<file path="src/rtl/fetch_pkg.sv">
// Shared types and constants for the fetch controller and its load-word assembler.
package fetch_pkg;

  typedef enum logic [1:0] {
    ST_IDLE = 2'd0,
    ST_LOAD = 2'd1,
    ST_RUN  = 2'd2,
    ST_HALT = 2'd3
  } fetch_state_t;

  localparam logic [15:0] HALT_INSN = 16'h0000;
  localparam logic [15:0] PC_STEP   = 16'd2;
  localparam int          IMEM_AW   = 4;

endpackage

</file>
<file path="src/rtl/load_word_assembler.sv">
// Byte-serial to word assembler: high byte first, strobes when the low byte completes a word.
import fetch_pkg::*;

module load_word_assembler (
  input  logic        clk,
  input  logic        rst_n,
  input  logic        clear,
  input  logic        byte_valid,
  input  logic [7:0]  byte_in,
  output logic        phase,
  output logic        word_done,
  output logic [15:0] word
);

  logic [7:0] hi_byte;

  always_ff @(posedge clk or negedge rst_n) begin
    if (!rst_n) begin
      phase <= 1'b0;
    end else if (clear) begin
      phase <= 1'b0;
    end else if (byte_valid) begin
      phase <= ~phase;
    end
  end

  // High-byte latch is pure data; phase alone decides whether it is meaningful.
  always_ff @(posedge clk) begin
    if (byte_valid && !phase) begin
      hi_byte <= byte_in;
    end
  end

  assign word_done = byte_valid & phase & ~clear;
  assign word      = {hi_byte, byte_in};

endmodule

</file>
<file path="src/rtl/fetch_controller.sv">
// PC sequencer and instruction-memory program loader under one FSM.
// Optional macro FETCH_CTRL_ALIGN_CHECK_EN: odd branch targets halt the core and set misalign.
import fetch_pkg::*;

module fetch_controller #(
  parameter logic [15:0] RESET_PC   = 16'h0000,
  parameter int          IMEM_DEPTH = 16
) (
  input  logic         clk,
  input  logic         rst_n,
  input  logic         run_start,
  input  logic         load_start,
  input  logic         load_valid,
  input  logic [7:0]   load_byte,
  output logic         load_ready,
  input  logic         load_end,
  input  logic [15:0]  instruction,
  input  logic         stall,
  input  logic         branch_taken,
  input  logic [15:0]  branch_target,
  output logic [15:0]  pc,
  output logic         imem_we,
  output logic [3:0]   imem_waddr,
  output logic [15:0]  imem_wdata,
  output logic         running,
  output logic         halted,
`ifdef FETCH_CTRL_ALIGN_CHECK_EN
  output logic         misalign,
`endif
  output logic         load_err
);

  localparam logic [IMEM_AW-1:0] CNT_LAST = IMEM_AW'(IMEM_DEPTH - 1);

  fetch_state_t       state, state_nxt;
  logic [IMEM_AW-1:0] count;
  logic [15:0]        pc_nxt;
  logic               err_nxt;
  logic               asm_clear;
  logic               byte_accept;
  logic               phase;
  logic               word_done;
  logic [15:0]        word;
  logic               idle_like;
  logic               bad_target;
  logic               is_halt_insn;

  assign idle_like    = (state == ST_IDLE) || (state == ST_HALT);
  assign is_halt_insn = (instruction == HALT_INSN);
`ifdef FETCH_CTRL_ALIGN_CHECK_EN
  assign bad_target   = branch_target[0];
`else
  assign bad_target   = 1'b0;
`endif

  load_word_assembler u_asm (
    .clk        (clk),
    .rst_n      (rst_n),
    .clear      (asm_clear),
    .byte_valid (byte_accept),
    .byte_in    (load_byte),
    .phase      (phase),
    .word_done  (word_done),
    .word       (word)
  );

  always_ff @(posedge clk or negedge rst_n) begin
    if (!rst_n) state <= ST_IDLE;
    else        state <= state_nxt;
  end

  always_comb begin
    state_nxt = state;
    case (state)
      ST_IDLE, ST_HALT: begin
        if (load_start)     state_nxt = ST_LOAD;
        else if (run_start) state_nxt = ST_RUN;
      end
      ST_LOAD: begin
        if (load_end)                              state_nxt = ST_IDLE;
        else if (word_done && (count == CNT_LAST)) state_nxt = ST_IDLE;
      end
      ST_RUN: begin
        if (is_halt_insn)                    state_nxt = ST_HALT;
        else if (!stall && branch_taken && bad_target) state_nxt = ST_HALT;
      end
      default: state_nxt = ST_IDLE;
    endcase
  end

  // Output decode: load_ready is combinational, the rest feed the output registers.
  always_comb begin
    load_ready  = (state == ST_LOAD);
    byte_accept = (state == ST_LOAD) && load_valid && !load_end;
    asm_clear   = (idle_like && load_start) || ((state == ST_LOAD) && load_end);
    pc_nxt      = pc;
    err_nxt     = load_err;
    if (idle_like && load_start) begin
      err_nxt = 1'b0;
    end else if (idle_like && run_start) begin
      pc_nxt = RESET_PC;
    end
    if ((state == ST_LOAD) && load_end && phase) begin
      err_nxt = 1'b1;
    end
    if ((state == ST_RUN) && !is_halt_insn && !stall) begin
      if (branch_taken) begin
        if (!bad_target) pc_nxt = branch_target & 16'hFFFE;
      end else begin
        pc_nxt = pc + PC_STEP;
      end
    end
  end

  always_ff @(posedge clk or negedge rst_n) begin
    if (!rst_n) begin
      pc         <= RESET_PC;
      imem_we    <= 1'b0;
      imem_waddr <= '0;
      imem_wdata <= '0;
      count      <= '0;
      running    <= 1'b0;
      halted     <= 1'b0;
      load_err   <= 1'b0;
    end else begin
      pc       <= pc_nxt;
      imem_we  <= word_done;
      running  <= (state_nxt == ST_RUN);
      halted   <= (state_nxt == ST_HALT);
      load_err <= err_nxt;
      if (word_done) begin
        imem_waddr <= count;
        imem_wdata <= word;
        count      <= count + 1'b1;
      end else if (asm_clear) begin
        count <= '0;
      end
    end
  end

`ifdef FETCH_CTRL_ALIGN_CHECK_EN
  always_ff @(posedge clk or negedge rst_n) begin
    if (!rst_n) begin
      misalign <= 1'b0;
    end else if (idle_like && !load_start && run_start) begin
      misalign <= 1'b0;
    end else if ((state == ST_RUN) && !is_halt_insn && !stall && branch_taken && bad_target) begin
      misalign <= 1'b1;
    end
  end
`endif

endmodule
</file>
<file path="config.mk">
export PLATFORM = sky130hd
export DESIGN_NAME = fetch_controller
export DESIGN_NICKNAME = d
export VERILOG_FILES = /design/src/rtl/fetch_pkg.sv /design/src/rtl/load_word_assembler.sv /design/src/rtl/fetch_controller.sv
export SDC_FILE = /design/constraint.sdc
export NUM_CORES = 1
export LEC_CHECK = 0
export ABC_AREA = 1
export BUFFER_PORTS_ARGS = -buffer_cell sky130_fd_sc_hd__buf_2
export CAP_MARGIN = 5
export CORE_MARGIN = 5
export CORE_UTILIZATION = 47
export DETAILED_ROUTE_END_ITERATION = 8
export GPL_ROUTABILITY_DRIVEN = 1
export PLACE_DENSITY = 0.85
export SKIP_CTS_REPAIR_TIMING = 1
export SLEW_MARGIN = 20
export SYNTH_ARGS = -nofsm -noshare
export SYNTH_HDL_FRONTEND = slang
export SYNTH_SLANG_ARGS = --single-unit
</file>
<file path="constraint.sdc">
create_clock -name clk -period 4.4 [get_ports clk]
set_input_delay 0.44 -clock clk [delete_from_list [all_inputs] [get_ports clk]]
set_output_delay 0.44 -clock clk [all_outputs]
set_load 0.02 [all_outputs]
</file>
==> metrics.yaml <==
timing:
  final_hold_viol_count: 0
  relSlewSlack_pct: 42.4
  finalCriticalPeriod_ns: 2.26
  fin_worst_skew_ns: 0.0108
  drv_slew: 0
  period_share_pct: 51.4
  fin_tns_setup_ns: 0
  fmax_ghz: 0.443
  rsz0062_at_grt: "no"
  setup_viol: 0
  tightest_slew_ns: 0.861
placement:
  gp_congestion: 0.843
  dpl.hpwl_um: 4620
  port_buffers: 86
setup_path:
  r2r-start: "state[0]"
  critPathBufInv: 3
  crit_path_top_delay_cell: "inv_2"
  cp.arrival_ns: 2.50
  critPathMaxStageDelay_ns: 0.49
  critPathTopFamily: "simple AND/OR/NAND/NOR gates"
  crit_chain: "inv_1 -> ha_1 -> nand2_1 -> nand2_1 -> inv_1 -> nand2_1 -> inv_2 -> nand2_1 -> nand2_1"
  critical_path_class: "flip-flop to flip-flop"
  crit_path_end_kind: "flip-flop"
  crit_path_start: "state[0]"
  cpMostUsedCell: "nand2_1"
  required_ns: 4.64
  path_max_fanout: 22
  start_kind: "flip-flop"
synth:
  yosys.area.top_type_share_pct: 42.3
  netlist_instances: 335
  ys_types: 28
  ys_warn_count: 0
  seq_area_frac_synth_pct: 51.1
  yosys.area.top_type: "dfrtp_1"
  synthArstFlopShare_pct: 85.2
  avgSynthCellArea_um2: 8.13
  ys_ff_latch: 54
  syn_nets: 388
  yosys-top-cells-area: "dfrtp_1, nand2_1, edfxtp_1, nand3_1, nor2_1"
  synth_ff_type: "dfrtp_1"
  syn-cell-area_um2: 2720
  synth_enable_flop_cells: 8
power:
  seq_power_share_pct: 44.6
  swShare_pct: 43.2
  combPwrFrac_pct: 40.5
  p_leak_nw: 1.79
  power-per-cell-area_nw_per_um2: 551
  p_clk_share_pct: 14.9
  intPower_w: 0.00101
  ir_drop_uv: 227
  p_switching_w: 0.000771
  total_power_w: 0.00178
cts:
  cts_root_buf: "clkbuf_8"
  clk_path_buf_depth: 2
  clock_latency_ns: 0.30
  cts_sinks: 54
  path_clk_slew_ns: 0.10
  numCtsBuffers: 5
  htree_levels: 2
  cts_tree: "yes"
layout:
  area_delta_synth_final_pct: 18.9
  multi_input_area_um2: 1130
  regArea_um2: 1390
  antenna_cells: 0
  fillCellCount: 517
  final_util_pct: 58.1
  fin_nets: 471
  drive_above_1_share_pct: 24.6
die:
  die_area_um2: 7410
  die_x_um: 86.1
  core_um2: 5570
  initial_core_util_pct: 48.8
  io_pins: 89
  std_cell_rows: 27
  die_height_um: 86.1
grt:
  grt_pass1_wl_um: 10200
  grt_max_degree: 47
  track_usage_pct: 17.1
  gr-total-overflow: 0
  antenna_found_initial: 0
  grt_pass1_vias: 2237
routing:
  vias: 2433
  drc: 0
  drtIter0Drc: 140
  finalWirelength_um: 6200
  vias_per_cell: 4.97
  firstDrtPassIters: 4
  ant_nets: 0
  wire_per_inst_um: 12.7
hold_path:
  hold_path_class: "input port to asynchronous set/reset pin"
outcome:
  run_status: "finished, final reports clean"
job:
  maxCapViolCount: 0
path summary, 6_finish.rpt:
| path | endpoint | cells after the start | slack (ns) |
|---|---|---|---|
| max in group asynchronous | pc[1] | 1 | 3.87 |
| worst min register to register | imem_wdata[11] | 2 | 0.45 |
| worst max-delay path | imem_wdata[1] | 9 | 2.14 |
| min in group clk | u_asm.hi_byte[4] | 1 | 0.32 |
| worst max register to register | imem_wdata[1] | 9 | 2.14 |
| worst min-delay path | imem_wdata[3] | 1 | 0.13 |
state kept, by name (all words and copies together) (netlist names):
signal / cells
halted: 1
imem_wdata: 16
imem_waddr: 4
state: 2
count: 4
running: 1
load_err: 1
u_asm.phase: 1
pc: 15
imem_we: 1
u_asm.hi_byte: 8
power groups by stage:
| stage | sequential, W | clock, W | combinational (W) |
|---|---|---|---|
| after detailed placement | 0.000806 | 0 | 0.000731 |
| after global placement | 0.000797 | 0 | 0.000709 |
| after CTS | 0.000796 | 0.000274 | 0.000733 |
| after floorplan | 0.000954 | 0 | 0.000330 |
| final | 0.000796 | 0.000265 | 0.000723 |
| after global routing | 0.000819 | 0.000298 | 0.000810 |
final cells by class:
class / instances / share of cell area (%)
tap: 72 / 2.78
multi-input combinational: 243 / 35.0
timing repair buffer: 86 / 13.4
clock inverter: 2 / 0.464
clock buffer: 5 / 2.13
sequential: 54 / 43.0
inverter: 28 / 3.25
through the flow:
step | hold WS, ns | cell area (um^2) | cells | worst slack [ns]
after floorplan | 0.144 | 2720 | 335 | 2.70
after detailed placement | 0.433 | 3150 | 483 | 2.14
final | 0.132 | 3240 | 490 | 2.14
after global routing | 0.182 | 3240 | 490 | 1.90
after global placement | 0.423 | 3150 | 483 | 2.18
after CTS | 0.315 | 3230 | 490 | 2.11
cells in the mapped netlist, drive strengths merged, types with 3 or more instances:
cell type	n
nand3	33
o211ai	3
o21ai	17
buf	6
nand2	124
dfrtp	46
clkbuf	4
nor2	37
inv	28
a21oi	5
edfxtp	8
nand4	6
nor3	6
ha	5
cells by family (layout without fill, tap and decap cells):
kind of cell             after synthesis  in the layout  share of synthesized area, %
AO/OA/AOI/OAI                         28             28                          5.84
XOR/XNOR                               3              3                         0.965
adder cells (fa/ha/maj)                5              5                          2.30
buffers and inverters                 38            121                          7.26
flip-flops                            54             54                          51.1
other                                  1              1                         0.138
AND/OR/NAND/NOR                      206            206                          32.4
cell usage in the layout, fill, tap and decap left out, types with 2 or more instances in the layout:
cell | Yosys | layout
buf_2 | 3 | 85
inv_2 | 2 | 2
nor3_4 | 2 | 2
nand4_1 | 6 | 6
o21ai_0 | 13 | 13
o211ai_1 | 3 | 3
dfrtp_1 | 46 | 46
clkbuf_8 | 4 | 5
nand3_2 | 2 | 2
nor3_1 | 2 | 2
inv_1 | 26 | 26
a21oi_1 | 5 | 5
clkinvlp_4 | 0 | 2
ha_1 | 5 | 5
xor2_1 | 2 | 2
nor2_1 | 36 | 36
nand2_1 | 124 | 124
edfxtp_1 | 8 | 8
nand3_1 | 31 | 31
nor3_2 | 2 | 2
o21ai_1 | 3 | 3
routing by layer:
layer / routed length (um) / part of all wire, % / GRT usage (%) / up-vias
met1: 2560 / 41 / 21.4 / 1116
met2: 3160 / 51 / 28.7 / 63
met3: 347 / 5.6 / 3.94 / 17
li1: - / - / - / 1237
met5: 0 / 0 / 0 / -
met4: 140 / 2.3 / 6.19 / 0
(Power assumes the default switching activity.)
